**src/rtl/bsg_link_sched_pkg.sv**
```systemverilog
// rtl/bsg_link_sched_pkg.sv - shared types and helpers for the link schedulers
package bsg_link_sched_pkg;

    typedef enum logic {
        IDLE   = 1'b0,
        LOCKED = 1'b1
    } state_e;

    // Width able to hold every count from 0 to max_credits inclusive.
    function automatic int credit_width(input int max_credits);
        return $clog2(max_credits + 1);
    endfunction

endpackage

```
**src/rtl/bsg_link_upstream_sched_if.sv**
```systemverilog
// rtl/bsg_link_upstream_sched_if.sv - requester/link/credit bundle for the upstream scheduler
interface bsg_link_upstream_sched_if #(
    parameter int num_req_p = 4,
    parameter int width_p   = 64,
    parameter int credit_p  = 8
);
    logic [num_req_p-1:0]         req_valid_i;
    logic [num_req_p-1:0]         req_last_i;
    logic [num_req_p*width_p-1:0] req_data_i;
    logic [num_req_p-1:0]         req_ready_o;
    logic                         link_valid_o;
    logic [width_p-1:0]           link_data_o;
    logic                         link_ready_i;
    logic                         token_i;
    logic [bsg_link_sched_pkg::credit_width(credit_p)-1:0] credits_o;
    logic [$clog2(num_req_p)-1:0] grant_o;
    logic                         locked_o;
    logic                         credit_err_o;

    modport master (
        output req_valid_i, req_last_i, req_data_i, link_ready_i, token_i,
        input  req_ready_o, link_valid_o, link_data_o, credits_o, grant_o,
               locked_o, credit_err_o
    );

    modport slave (
        input  req_valid_i, req_last_i, req_data_i, link_ready_i, token_i,
        output req_ready_o, link_valid_o, link_data_o, credits_o, grant_o,
               locked_o, credit_err_o
    );
endinterface

```
**src/rtl/bsg_link_upstream_sched_rr_pick.sv**
```systemverilog
// rtl/bsg_link_upstream_sched_rr_pick.sv - combinational round-robin picker (bsg_rr_pick)
module bsg_rr_pick #(
    parameter int n_p = 4
) (
    input  logic [n_p-1:0]         valid,
    input  logic [$clog2(n_p)-1:0] ptr,
    output logic [$clog2(n_p)-1:0] pick,
    output logic                   any
);
    localparam int idx_w = $clog2(n_p);

    logic [idx_w-1:0] idx;

    // Scan from ptr upward with wrap; the first valid entry found wins.
    always_comb begin
        pick = '0;
        any  = 1'b0;
        idx  = '0;
        for (int i = 0; i < n_p; i++) begin
            idx = idx_w'((int'(ptr) + i) % n_p);
            if (!any && valid[idx]) begin
                any  = 1'b1;
                pick = idx;
            end
        end
    end
endmodule

```
**src/rtl/bsg_link_upstream_sched.sv**
```systemverilog
// rtl/bsg_link_upstream_sched.sv - credit-gated round-robin packet scheduler in front of the upstream link
module bsg_link_upstream_sched
    import bsg_link_sched_pkg::*;
#(
    parameter int num_req_p = 4,
    parameter int width_p   = 64,
    parameter int credit_p  = 8
) (
    input  logic                      clk,
    input  logic                      rst,
    bsg_link_upstream_sched_if.slave  bus
);
    localparam int cw = credit_width(credit_p);
    localparam int gw = $clog2(num_req_p);

    state_e        state;
    logic [gw-1:0] rr;
    logic [gw-1:0] grant_q;
    logic [cw-1:0] credits;
    logic          credit_err;

    logic [gw-1:0] pick;
    logic          any;
    logic [gw-1:0] cur;
    logic [gw-1:0] next_rr;
    logic          have_credit;
    logic          link_valid;
    logic          xfer;
    logic          cur_last;

    bsg_rr_pick #(.n_p(num_req_p)) u_pick (
        .valid (bus.req_valid_i),
        .ptr   (rr),
        .pick  (pick),
        .any   (any)
    );

    always_comb begin
        have_credit = (credits != '0);
        cur         = (state == LOCKED) ? grant_q : pick;
        link_valid  = rst && have_credit &&
                      ((state == LOCKED) ? bus.req_valid_i[grant_q] : any);
        xfer        = link_valid && bus.link_ready_i;
        cur_last    = bus.req_last_i[cur];
        next_rr     = (cur == gw'(num_req_p - 1)) ? '0 : cur + 1'b1;
    end

    assign bus.link_valid_o = link_valid;
    assign bus.link_data_o  = link_valid ? bus.req_data_i[int'(cur)*width_p +: width_p] : '0;
    assign bus.req_ready_o  = xfer ? ({{(num_req_p-1){1'b0}}, 1'b1} << cur) : '0;
    // While idle the grant shows the live pick; otherwise the last latched grantee.
    assign bus.grant_o      = (rst && state == IDLE && have_credit && any) ? pick : grant_q;
    assign bus.credits_o    = credits;
    assign bus.locked_o     = (state == LOCKED);
    assign bus.credit_err_o = credit_err;

    always_ff @(posedge clk) begin
        if (!rst) begin
            state      <= IDLE;
            rr         <= '0;
            grant_q    <= '0;
            credits    <= cw'(credit_p);
            credit_err <= 1'b0;
        end else begin
            if (xfer && !bus.token_i) begin
                credits <= credits - 1'b1;
            end else if (bus.token_i && !xfer) begin
                // A token beyond the full count means the far side lost track.
                if (credits == cw'(credit_p)) begin
                    credit_err <= 1'b1;
                end else begin
                    credits <= credits + 1'b1;
                end
            end

            if (xfer) begin
                grant_q <= cur;
                if (cur_last) begin
                    state <= IDLE;
                    rr    <= next_rr;
                end else begin
                    state <= LOCKED;
                end
            end
        end
    end
endmodule
```
**src/flat_wrapper.sv**
```systemverilog
// flat-port wrapper written by rule: the top's interface ports become plain ports
module bsg_link_upstream_sched_flat import bsg_link_sched_pkg::*;
#(
    parameter int num_req_p = 4,
    parameter int width_p   = 64,
    parameter int credit_p  = 8
)
  (clk, rst, bus_req_valid_i, bus_req_last_i, bus_req_data_i, bus_link_ready_i, bus_token_i, bus_req_ready_o, bus_link_valid_o, bus_link_data_o, bus_credits_o, bus_grant_o, bus_locked_o, bus_credit_err_o);
  bsg_link_upstream_sched_if #(.num_req_p(num_req_p), .width_p(width_p), .credit_p(credit_p)) bus_i ();
  input  logic clk;
  input  logic rst;
  input wire logic [$bits(bus_i.req_valid_i)-1:0] bus_req_valid_i;
  input wire logic [$bits(bus_i.req_last_i)-1:0] bus_req_last_i;
  input wire logic [$bits(bus_i.req_data_i)-1:0] bus_req_data_i;
  input wire logic [$bits(bus_i.link_ready_i)-1:0] bus_link_ready_i;
  input wire logic [$bits(bus_i.token_i)-1:0] bus_token_i;
  output wire logic [$bits(bus_i.req_ready_o)-1:0] bus_req_ready_o;
  output wire logic [$bits(bus_i.link_valid_o)-1:0] bus_link_valid_o;
  output wire logic [$bits(bus_i.link_data_o)-1:0] bus_link_data_o;
  output wire logic [$bits(bus_i.credits_o)-1:0] bus_credits_o;
  output wire logic [$bits(bus_i.grant_o)-1:0] bus_grant_o;
  output wire logic [$bits(bus_i.locked_o)-1:0] bus_locked_o;
  output wire logic [$bits(bus_i.credit_err_o)-1:0] bus_credit_err_o;
  assign bus_i.req_valid_i = bus_req_valid_i;
  assign bus_i.req_last_i = bus_req_last_i;
  assign bus_i.req_data_i = bus_req_data_i;
  assign bus_i.link_ready_i = bus_link_ready_i;
  assign bus_i.token_i = bus_token_i;
  assign bus_req_ready_o = bus_i.req_ready_o;
  assign bus_link_valid_o = bus_i.link_valid_o;
  assign bus_link_data_o = bus_i.link_data_o;
  assign bus_credits_o = bus_i.credits_o;
  assign bus_grant_o = bus_i.grant_o;
  assign bus_locked_o = bus_i.locked_o;
  assign bus_credit_err_o = bus_i.credit_err_o;
  bsg_link_upstream_sched #(.num_req_p(num_req_p), .width_p(width_p), .credit_p(credit_p)) u_core (.clk(clk), .rst(rst), .bus(bus_i));
endmodule
```
**config.mk**
```make
export PLATFORM = sky130hd
export DESIGN_NAME = bsg_link_upstream_sched_flat
export DESIGN_NICKNAME = d
export VERILOG_FILES = /design/src/rtl/bsg_link_sched_pkg.sv /design/src/rtl/bsg_link_upstream_sched_if.sv /design/src/rtl/bsg_link_upstream_sched_rr_pick.sv /design/src/rtl/bsg_link_upstream_sched.sv /design/src/flat_wrapper.sv
export SDC_FILE = /design/constraint.sdc
export NUM_CORES = 1
export LEC_CHECK = 0
export ABC_CLOCK_PERIOD_IN_PS = 6780
export CORE_AREA = 2 2 132 134
export DETAILED_ROUTE_END_ITERATION = 8
export DIE_AREA = 0 0 134 136
export PLACE_DENSITY_LB_ADDON = 0.3
export SKIP_LAST_GASP = 1
export SYNTH_ARGS = -nofsm -noshare
export SYNTH_HDL_FRONTEND = slang
export SYNTH_SLANG_ARGS = --single-unit
export TNS_END_PERCENT = 10
```
**constraint.sdc**
```tcl
create_clock -name clk -period 6.78 [get_ports clk]
set_input_delay 0.678 -clock clk [delete_from_list [all_inputs] [get_ports clk]]
set_output_delay 0.678 -clock clk [all_outputs]
set_load 0.1 [all_outputs]
```
==> key figures <==
Cells and area
  – Leading cell types in the layout, fill and taps excluded: sky130_fd_sc_hd__clkdlybuf4s50_1 (344), sky130_fd_sc_hd__nor2_1 (70), sky130_fd_sc_hd__a222oi_1 (64)
  – Syn-to-layout area delta: 145%
  – Share of final-layout standard cells stronger than drive strength 1: 11.4%
  – # nets final: between 900 and 1000
  – Most common cell after layout, fill and taps aside: sky130_fd_sc_hd__clkdlybuf4s50_1

Timing
  – Relative slew slack: between 20% and 30%
  – RSZ-0062 raised after global routing: false
  – Final Skew: around 0.00059 ns
  – Setup_tns: 0 ns
  – Max-slew violations: 0
  – Actual slew at the worst max-slew pin: 1.14 ns
  – Period utilization: about 78%
  – Hold Fails Final Rpt: 0
  – Time the worst path needs with I/O delays and setup: 5.27 ns
  – Least setup slack across all paths after layout: ~1.5 ns
  – Number of setup violations in the final report: 0
  – Maximum clock rate: ~190 MHz

Yosys
  – Unique masters post-synth: between 40 and 50
  – Area share of the largest cell type after synthesis: about a quarter
  – Cell area after synthesis: roughly 2600 sq um
  – Sequential-to-total area share from yosys stat: around 7.7%
  – Post-synthesis average cell area: ~7.7 sq um
  – Total number of yosys warnings: 0
  – Largest cells by area after synthesis: sky130_fd_sc_hd__a222oi_1 (25%), sky130_fd_sc_hd__mux2_2 (24%), sky130_fd_sc_hd__nor2_1 (10%)
  – Share of flip-flops with an asynchronous set or reset: 0%
  – Most used flip-flop cell after synthesis: sky130_fd_sc_hd__dfxtp_1
  – FF+latch count, synth: 10
  – Count of flip-flops with a built-in enable after synthesis: 0
  – Gate count of the mapped netlist: 336
  – Dominant cell type by area after synthesis: sky130_fd_sc_hd__a222oi_1
  – Number of nets in the synthesized netlist: between 600 and 700

Clock network
  – CTS-repair resized insts: 0
  – Clock buffers created by TritonCTS: 3
  – Clock sink count: 10
  – CTS Root Buffer Type: sky130_fd_sc_hd__clkbuf_16
  – Reg clk slew, reported paths: around 0.040 ns
  – CTS tree: built
  – Buffer levels on the longest clock path: 2
  – H-tree depth: 1
  – Post-CTS Setup Inserts: 0
  – Worst skew pair latency: around 0.24 ns
  – Number of buffers inserted by hold repair at cts: 0

Worst setup path
  – R2r worst-path depth: 14
  – Worst-case register-to-register setup slack: about 3.8 ns
  – Biggest fanout along the worst timing path: between 50 and 60
  – Critical path arrival: 4.59 ns
  – Worst Setup Path Type: input port to primary output
  – Kind of end point of the critical path: primary output
  – CP Data Required Time: a little over 6 ns
  – End of the worst register-to-register path: u_core.bus.credits_o[2]$_SDFFE_PN0P_
  – Crit start category: input port
  – Launch instance of the worst register-to-register path: u_core.bus.credits_o[0]$_SDFFE_PN0P_

Floorplanning
  – Die ar.: roughly 18000 sq um
  – DIE HEIGHT: around 140 um
  – Standard cell core area: 16900 sq um
  – Die boundary width: around 130 um
  – Number of cell rows: 48
  – Number of I/O pins: around 350
  – Initial core utilization: between 10% and 20%

Hold path
  – End of the worst hold path: u_core.bus.credit_err_o$_SDFFE_PN0P_
  – Kind of path behind the tightest hold check: flop to flop
  – Count of cells along the worst hold path: 2
  – Hold path start: u_core.bus.credit_err_o$_SDFFE_PN0P_

Global routing
  – Wire length of the first global-routing pass: between 20000 and 30000 um
  – Via count of the first global-routing pass: 4325
  – Overflow after GRT: 0
  – Number of antenna violations at the first check in global routing: 3
  – Pin count of the biggest net entering global routing: 62
  – GRT Resource Usage Total: 18.0%

Placed design
  – Final weighted congestion in routability-driven placement: 0.836
  – Setup slack at placement: roughly 1.6 ns
  – Number of buffer cells added on primary ports: 344
  – DP Wirelength: between 10000 and 15000 um

Outcome
  – Status: finished, final reports clean

Routing
  – Detailed-route via count: about 4200
  – Residual antenna-violating net count after detailed routing: 0
  – Detailed-router iteration count before antenna repair: 6
  – Detailed-route DRC error count: 0
  – Routed len/inst: around 21 um
  – Count of routing violations after the opening detailed-route iteration: approximately 420
  – Aggregate routed wire length: ~18000 um
  – Average via count per standard cell: 4.80

Pwr
  – Power density normalized to cell area: around 260 nW/um^2
  – Largest voltage drop on the vdd net: between 0.15 and 0.2 mV
  – LEAKAGE: 2.34 nW

Flow run
  – Max-Cap Viols: 0
-- per-layer routing --
layer / global-route usage [%] / share of wire (%) / vias up
met5: 0 / 0 / -
met4: 3.90 / 1.5 / 0
met3: 2.65 / 6.3 / 14
met2: 36.2 / 56 / 233
met1: 19.9 / 36 / 1994
li1: - / - / 1999
-- worst max-delay path by stage --
stage | slack [ns] | start | end
after detailed placement | 1.56 | bus_req_valid_i[0] | bus_link_data_o[52]
final | 1.51 | bus_req_valid_i[0] | bus_link_data_o[37]
after CTS | 1.53 | bus_req_valid_i[0] | bus_link_data_o[52]
after global placement | 1.62 | bus_req_valid_i[0] | bus_link_data_o[62]
after floorplan | 2.45 | u_core.bus.locked_o$_SDFFE_PN0P_ | bus_link_data_o[22]
after global routing | 1.27 | bus_req_valid_i[0] | bus_link_data_o[48]
-- synthesized netlist by cell type (3+ instances only) --
cell type	number
sky130_fd_sc_hd__a21oi_1	6
sky130_fd_sc_hd__a222oi_1	64
sky130_fd_sc_hd__and2_1	3
sky130_fd_sc_hd__and3_1	6
sky130_fd_sc_hd__buf_1	6
sky130_fd_sc_hd__clkbuf_1	26
sky130_fd_sc_hd__dfxtp_1	10
sky130_fd_sc_hd__ha_1	8
sky130_fd_sc_hd__inv_1	5
sky130_fd_sc_hd__mux2_1	9
sky130_fd_sc_hd__mux2_2	55
sky130_fd_sc_hd__mux2i_1	4
sky130_fd_sc_hd__nand2_1	16
sky130_fd_sc_hd__nor2_1	70
sky130_fd_sc_hd__nor2b_1	6
sky130_fd_sc_hd__o21ai_0	6
-- critical path, cell delays in order --
cell and delay [ns]:
sky130_fd_sc_hd__clkdlybuf4s50_1 0.57, sky130_fd_sc_hd__nor2b_1 0.24, sky130_fd_sc_hd__o21bai_1 0.18, sky130_fd_sc_hd__a31o_2 0.33
sky130_fd_sc_hd__inv_2 0.79, sky130_fd_sc_hd__buf_4 0.32, sky130_fd_sc_hd__a222oi_1 0.11, sky130_fd_sc_hd__nor2_1 0.17
sky130_fd_sc_hd__clkdlybuf4s50_1 1.15
-- area by class of cell --
type                    count  area [sq um]
fillers                  1695         10500
flip-flops and latches     10           200
clock buffers               4          88.8
diodes                      3          7.51
repair buffers            352          3500
multi-input cells         283          2240
inverters                   7          26.3
well taps                 225           282
-- stage by stage --
stage	instance area [sq um]	util [%]	total power [mW]	cells	hold slack, ns
2_1_floorplan	2590	-	1.10	336	0.474
3_3_place_gp	6250	37.1	1.52	877	0.492
3_5_place_dp	6250	37.1	1.53	877	0.501
4_1_cts	6340	37.6	1.65	881	0.513
5_1_grt	6350	37.6	1.72	884	0.534
6_report	6350	37.6	1.65	884	0.504
-- flip-flops by register name, summed over array words and instances, names as in the netlist --
| register | cells |
|---|---|
| u_core.bus.locked_o | 1 |
| u_core.rr | 2 |
| u_core.bus.credit_err_o | 1 |
| u_core.bus.credits_o | 4 |
| u_core.grant_q | 2 |
-- power by group --
part	internal [mW]	total [mW]	leakage (nW)	switching [mW]
combinational	0.489	1.46	2.21	0.968
clock	0.0887	0.117	0.0442	0.0286
sequential	0.0647	0.0737	0.0817	0.00897
total	0.643	1.65	2.34	1.01
-- cells by family after synthesis --
| logic type | Yosys count | share of synthesized area [%] |
|---|---|---|
| and+or+nand+nor | 109 | 18.0 |
| DFF | 10 | 7.73 |
| adders and majority gates | 8 | 3.86 |
| AOI/OAI and AO/OA | 94 | 32.5 |
| buffers and inverters | 43 | 6.61 |
| xor gates and xnor gates | 3 | 1.01 |
| muxes | 69 | 30.2 |
Power figures use the tool's default switching activity.
